--- src/rtl/count_controller.sv ---
// Button front end for the up/down counter pair: run/pause toggle, tick prescaler, swap latch.
// Define COUNT_STEP_EN to add a BotaoStep single-step button that is honoured only in pause.
module count_controller #(
  parameter int unsigned DEBOUNCE_CYCLES = 4,
  parameter int unsigned PRESCALE        = 8
) (
  input  logic Clock,
  input  logic Reset,
  input  logic BotaoRun,
  input  logic BotaoSwap,
`ifdef COUNT_STEP_EN
  input  logic BotaoStep,
`endif
  output logic Enable,
  output logic Swap,
  output logic Running
);

  localparam int unsigned CntW    = $clog2(DEBOUNCE_CYCLES + 1);
  localparam int unsigned PreW    = $clog2(PRESCALE);
  localparam int unsigned BtnRun  = 0;
  localparam int unsigned BtnSwap = 1;
`ifdef COUNT_STEP_EN
  localparam int unsigned BtnStep = 2;
  localparam int unsigned NumBtn  = 3;
`else
  localparam int unsigned NumBtn  = 2;
`endif

  typedef enum logic {StPause, StRun} state_e;

  logic [NumBtn-1:0] btn_raw;
  logic [NumBtn-1:0] sync1_q, sync2_q;
  logic [NumBtn-1:0] deb_q, deb_d;
  logic [NumBtn-1:0] press_evt;
  logic [CntW-1:0]   deb_cnt_q [NumBtn];
  logic [CntW-1:0]   deb_cnt_d [NumBtn];

  state_e          state_q, state_d;
  logic            running_q;
  logic            run_active;
  logic            tick;
  logic [PreW-1:0] pre_q, pre_d;
  logic            swap_pend_q, swap_pend_d;
  logic            step_svc;
  logic            enable_q, enable_d;
  logic            swap_q, swap_d;

`ifdef COUNT_STEP_EN
  assign btn_raw = {BotaoStep, BotaoSwap, BotaoRun};
`else
  assign btn_raw = {BotaoSwap, BotaoRun};
`endif

  // A level only changes after DEBOUNCE_CYCLES consecutive disagreeing samples.
  always_comb begin
    for (int i = 0; i < NumBtn; i++) begin
      deb_d[i]     = deb_q[i];
      deb_cnt_d[i] = '0;
      press_evt[i] = 1'b0;
      if (sync2_q[i] != deb_q[i]) begin
        if (deb_cnt_q[i] == CntW'(DEBOUNCE_CYCLES - 1)) begin
          deb_d[i]     = sync2_q[i];
          press_evt[i] = sync2_q[i];
        end else begin
          deb_cnt_d[i] = deb_cnt_q[i] + CntW'(1);
        end
      end
    end
  end

  always_comb begin
    state_d = state_q;
    if (press_evt[BtnRun]) begin
      state_d = (state_q == StRun) ? StPause : StRun;
    end
  end

  // The prescaler waits for Running so the first tick lands PRESCALE cycles after it rises.
  assign run_active = (state_q == StRun) && running_q;
  assign tick       = run_active && (pre_q == PreW'(PRESCALE - 1));

  always_comb begin
    pre_d = '0;
    if (run_active && !tick) begin
      pre_d = pre_q + PreW'(1);
    end
  end

  // A pending swap is always serviced on the next edge; events landing then are merged.
  assign swap_pend_d = swap_pend_q ? 1'b0 : press_evt[BtnSwap];

`ifdef COUNT_STEP_EN
  logic step_pend_q, step_pend_d;

  always_comb begin
    step_pend_d = step_pend_q;
    if (step_pend_q && !swap_pend_q) begin
      step_pend_d = 1'b0;
    end
    if (press_evt[BtnStep] && (state_q == StPause)) begin
      step_pend_d = 1'b1;
    end
  end

  assign step_svc = step_pend_q;

  always_ff @(posedge Clock) begin
    if (Reset) begin
      step_pend_q <= 1'b0;
    end else begin
      step_pend_q <= step_pend_d;
    end
  end
`else
  assign step_svc = 1'b0;
`endif

  always_comb begin
    enable_d = 1'b0;
    swap_d   = 1'b0;
    if (swap_pend_q) begin
      enable_d = 1'b1;
      swap_d   = 1'b1;
    end else if (step_svc || tick) begin
      enable_d = 1'b1;
    end
  end

  always_ff @(posedge Clock) begin
    if (Reset) begin
      sync1_q     <= '0;
      sync2_q     <= '0;
      deb_q       <= '0;
      for (int i = 0; i < NumBtn; i++) begin
        deb_cnt_q[i] <= '0;
      end
      state_q     <= StPause;
      running_q   <= 1'b0;
      pre_q       <= '0;
      swap_pend_q <= 1'b0;
      enable_q    <= 1'b0;
      swap_q      <= 1'b0;
    end else begin
      sync1_q     <= btn_raw;
      sync2_q     <= sync1_q;
      deb_q       <= deb_d;
      for (int i = 0; i < NumBtn; i++) begin
        deb_cnt_q[i] <= deb_cnt_d[i];
      end
      state_q     <= state_d;
      running_q   <= (state_q == StRun);
      pre_q       <= pre_d;
      swap_pend_q <= swap_pend_d;
      enable_q    <= enable_d;
      swap_q      <= swap_d;
    end
  end

  assign Enable  = enable_q;
  assign Swap    = swap_q;
  assign Running = running_q;

endmodule

--- config.mk ---
export PLATFORM = sky130hd
export DESIGN_NAME = count_controller
export DESIGN_NICKNAME = d
export VERILOG_FILES = /design/src/rtl/count_controller.sv
export SDC_FILE = /design/constraint.sdc
export NUM_CORES = 1
export LEC_CHECK = 0
export ABC_AREA = 1
export BUFFER_PORTS_ARGS = -buffer_cell sky130_fd_sc_hd__buf_2
export CORE_AREA = 2 2 39 41
export DETAILED_ROUTE_END_ITERATION = 8
export DIE_AREA = 0 0 41 43
export PLACE_DENSITY_LB_ADDON = 0.08
export SYNTH_ARGS = -nofsm -noshare
export SYNTH_HDL_FRONTEND = slang
export SYNTH_SLANG_ARGS = --single-unit
--- constraint.sdc ---
create_clock -name Clock -period 2.8 [get_ports Clock]
set_clock_uncertainty 0.2 [all_clocks]
set_input_delay 0.56 -clock Clock [delete_from_list [all_inputs] [get_ports Clock]]
set_output_delay 0.56 -clock Clock [all_outputs]
set_load 0.05 [all_outputs]
After elaboration in Yosys (flattened, before gate mapping)
Memory sizes are Yosys's and may differ from the RTL's. Cells that the tools add are included.

$mul: 0. $lt $le $gt $ge: 0. $add $sub $neg: 3. Reductions and logical operators: 8. Bitwise logic cells: 5. Div/mod/pow operators: 0. Muxes and demuxes: 15. Shift operators: 0. Equal/unequal tests: 5.

Operators by type and width (number): $mux W3 (6); $add A3 B1 Y3 const B (3); $mux W1 (9); $eq A3 B2 Y1 const B (2); $reduce_and A2 Y1 (2); $reduce_or A4 Y1 (1); $eq A3 B3 Y1 const B (1); $logic_and A1 B1 Y1 (3); $not A1 Y1 (3); $ne A1 B1 Y1 (2); $or A1 B1 Y1 (2); $reduce_or A2 Y1 (1); $logic_not A1 Y1 (1).

ROM bits: 0. Memories kept: 1. Bits in latches: 0. Bits in registers: 14. Bits of input ports: 4. RAM bits: 6.

Memories: deb_cnt_q (depth 2, bits a word 3, read ports 2, clocked after Yosys merged registers in 0, wr ports 2, RTL line 36) `logic [CntW-1:0] deb_cnt_q [NumBtn];`.

Logic depth before layout (Yosys ltp)
Word-level depth: 6. Depth in mapped cells: 6. Mapped depth without buffers: 6.

Worst setup path after synthesis
No wires, ideal clock.

Path kind: reg-to-output. Start point: register running_q, in the netlist Running. End point: output Running. Stages on the path, launching flop included: 1. Required time: 2.040 ns. Slack: 1.407 ns. Path buffers: 0. Data arrival time: 0.633 ns. Cells stage by stage: dfxtp_1.

RTL lines: from (decl) (RTL line 40) `logic running_q;`; from (signal assigned) (RTL line 152) `running_q <= (state_q == StRun);`; to (decl) (RTL line 16) `output logic Running`.

No word-level cell between the ends.

Final worst setup path
Start point: register running_q, in the netlist Running. End point: output Running.

No word-level cell between the ends.

==> impl_metrics.sql <==
INSERT INTO impl_metrics (metric_group, metric, value, unit) VALUES
('setup_path', 'worstPathRequired', '2040', 'ps'),
('yosys', 'synthCells', '79', ''),
('job', 'maxCapViolations', '0', ''),
('cts', 'cts_tree', 'yes', ''),
('power_and_ir_drop', 'max-vdd-ir-drop', '0.395', 'mV'),
('power_and_ir_drop', 'power.share.combinational', '0.025', ''),
('cells_and_area', 'layout-drive-gt1-share', '0.216', ''),
('timing', 'final.min_clock_period', '1710', 'ps'),
('timing', 'count_of_final_setup_violators', '0', ''),
('route', 'drcViolationCount', '0', ''),
('yosys', 'post_synth_num_cell_types', '16', ''),
('power_and_ir_drop', 'switching_share', '0.177', ''),
('power_and_ir_drop', 'p_leak', '0.383', 'nW'),
('setup_path', 'slowest_stage', 'dfxtp_1', ''),
('cells_and_area', 'mostFrequentLayoutCells', 'dfxtp_1 (20), nor2_1 (17), inv_1 (14), nand2_1 (7)', ''),
('cts', 'htree_levels', '1', ''),
('global_route', 'grt_max_degree', '13', ''),
('yosys', 'netlist_area', '738', 'um^2'),
('route', 'initialDrtViolationCount', '10', ''),
('die', 'die_width', '41', 'um'),
('setup_path', 'worstPathMaxFanout', '3', ''),
('setup_path', 'worstSetupPathType', 'flop to output port', ''),
('cells_and_area', 'syn2layout_area_growth', '12.4', '%'),
('timing', 'tightest_slew', '242', 'ps'),
('place', 'routabilityCongestion', '0.688', ''),
('cts', 'clk_pin_slew_worst_paths', '110', 'ps'),
('die', 'die_h', '43', 'um'),
('power_and_ir_drop', 'power_density_over_the_cells', '642', 'mW/mm^2'),
('timing', 'final.setup.tns', '0', 'ps'),
('place', 'port_buffers', '6', ''),
('cells_and_area', 'num-nets-final', '99', ''),
('power_and_ir_drop', 'internal-power', '0.438', 'mW'),
('power_and_ir_drop', 'share_seq_of_total_power', '0.544', ''),
('timing', 'maxSlewViolCount', '0', ''),
('route', 'routed_wire_length_per_instance', '8.13', 'um'),
('outcome', 'run_status', 'completed', ''),
('die', 'number_of_ports_placed_on_the_die_boundary', '7', ''),
('yosys', 'synth_warnings', '0', ''),
('setup_path', 'critPathBufInv', '1', ''),
('timing', 'timing.fmax', '0.586', 'GHz'),
('timing', 'min_period_over_period', '0.609', ''),
('setup_path', 'setup.worst_path.end_class', 'output port', ''),
('route', 'via_count', '456', ''),
('setup_path', 'critical_path.cell_chain', 'buf_2', ''),
('yosys', 'synth_fp_nets', '89', ''),
('cts', 'cts_made_buffers', '3', ''),
('timing', 'hold_viol', '0', ''),
('setup_path', 'worst_ep_arrival_time', '950', 'ps'),
('cts', 'clock_latency', '290', 'ps'),
('route', 'routed_wl', '846', 'um'),
('die', 'die_area', '0.00176', 'mm^2'),
('cells_and_area', 'layout_commonest_cell', 'dfxtp_1', ''),
('yosys', 'seq_area_frac_synth', '0.542', ''),
('cts', 'cts_buffer_depth', '2', ''),
('yosys', 'postSynthRegisterBits', '20', ''),
('cells_and_area', 'antenna_cells', '0', ''),
('hold_path', 'min_path_type', 'flop to flop', ''),
('die', 'initial_core_util', '0.533', ''),
('yosys', 'syn-mean-instance-area', '9.34', 'um^2'),
('place', 'post-dp-hpwl', '642', 'um'),
('cts', 'ctsResizeCount', '0', ''),
('setup_path', 'critPathMaxStageDelay', '370', 'ps'),
('cts', 'clock-sinks', '20', ''),
('setup_path', 'timing.critical_path.from_type', 'flop', ''),
('global_route', 'grtUsageTotal', '0.122', ''),
('die', 'num_rows', '14', ''),
('global_route', 'globalRouteOverflowTotal', '0', ''),
('setup_path', 'critical_path.top_delay_family', 'flip-flops', ''),
('die', 'core_area', '0.00138', 'mm^2'),
('route', 'dr.pass1.iters', '4', ''),
('cts', 'clockRootBuffer', 'clkbuf_4', ''),
('route', 'post_route_ant_nets', '0', ''),
('global_route', 'antenna_violations_before_repair', '0', ''),
('global_route', 'first_global_vias', '379', ''),
('power_and_ir_drop', 'power.share.clock', '0.431', ''),
('power_and_ir_drop', 'total_switching_power', '0.0942', 'mW'),
('cts', 'hold_buffers', '0', ''),
('route', 'post_drt_via_cell_ratio', '4.38', ''),
('global_route', 'wire_length_of_the_first_global_routing_pass', '1450', 'um'),
('cts', 'cts_post_setup_buffers_inserted', '0', ''),
('cells_and_area', 'finish.utilization', '0.599', ''),
('timing', 'rsz0062_at_grt', 'no', ''),
('timing', 'timing.slew.headroom', '0.839', '');
## per-stage QoR
step                      hold slack [ps]  cells  area [um^2]  total power, mW  setup WS, ps
after floorplan                       188     79          738            0.307          1410
final                                 207    104          830            0.533          1090
after global placement                194    100          777            0.309          1430
after CTS                             209    104          830            0.541          1080
after global routing                  220    104          830            0.553          1040
after detailed placement              194    100          777            0.309          1410
## synthesized netlist by cell type
| cell type | count | area share |
|---|---|---|
| nand2_1 | 7 | 0.036 |
| nand3_2 | 2 | 0.027 |
| dfxtp_1 | 20 | 0.54 |
| nor2_4 | 2 | 0.031 |
| ha_1 | 6 | 0.10 |
| a21oi_1 | 1 | 0.0068 |
| nor2_1 | 17 | 0.086 |
| buf_6 | 1 | 0.015 |
| nand3_1 | 2 | 0.014 |
| or2_2 | 2 | 0.017 |
| nand3b_2 | 1 | 0.015 |
| nor3_2 | 1 | 0.014 |
| nor2_2 | 1 | 0.0085 |
| inv_1 | 14 | 0.071 |
| nand4_1 | 1 | 0.0085 |
| o21ai_0 | 1 | 0.0068 |
## sequential cells by signal, indices dropped and copies added, names as in the netlist
signal,cells
Enable,1
Running,1
Swap,1
deb_cnt_q,6
deb_q,2
pre_q,3
state_q,1
swap_pend_q,1
sync1_q,2
sync2_q,2
## worst paths after layout
check | start | endpoint | slack, ps | cells after the start
setup reg to reg | deb_cnt_q[0][0]$_SDFF_PP0_ | state_q$_SDFFE_PP0P_ | 1480 | 6
hold reg to reg | sync1_q[1]$_SDFF_PP0_ | sync2_q[1]$_SDFF_PP0_ | 210 | 2
setup / recovery | Running$_SDFF_PP0_ | Running | 1090 | 1
hold / removal | sync1_q[1]$_SDFF_PP0_ | sync2_q[1]$_SDFF_PP0_ | 210 | 2
## routing by layer
layer / routed length [um] / share of wire / GRT usage / vias up
met5: 0 / 0 / 0 / -
met4: 0 / 0 / 0.0600 / 0
met3: 39 / 0.046 / 0.0471 / 0
met2: 364 / 0.43 / 0.175 / 7
met1: 442 / 0.52 / 0.154 / 190
li1: - / - / - / 259
## final cells by class
cell class | instances | area (um^2)
fill | 125 | 554
sequential | 20 | 400
multi-input combinational | 44 | 274
inverter | 14 | 52.6
clock inverter | 1 | 30.0
timing repair buffer | 6 | 30.0
clock buffer | 3 | 22.5
tap | 16 | 20.0
## logic make-up after synthesis
kind of cell | count (synthesis) | share of synthesized area
flops | 20 | 0.542
simple gates | 36 | 0.256
fa+ha+maj | 6 | 0.102
compound gates | 2 | 0.0135
buf+inv | 15 | 0.0864
## power groups by stage
stage	Sequential [mW]	Clock (mW)	Combinational (mW)
finish	0.290	0.230	0.0133
global route	0.290	0.248	0.0153
CTS	0.290	0.238	0.0135
detailed placement	0.296	0	0.0133
global placement	0.296	0	0.0134
floorplan	0.296	0	0.0113
Note: power is estimated with default switching activity, not from simulation.
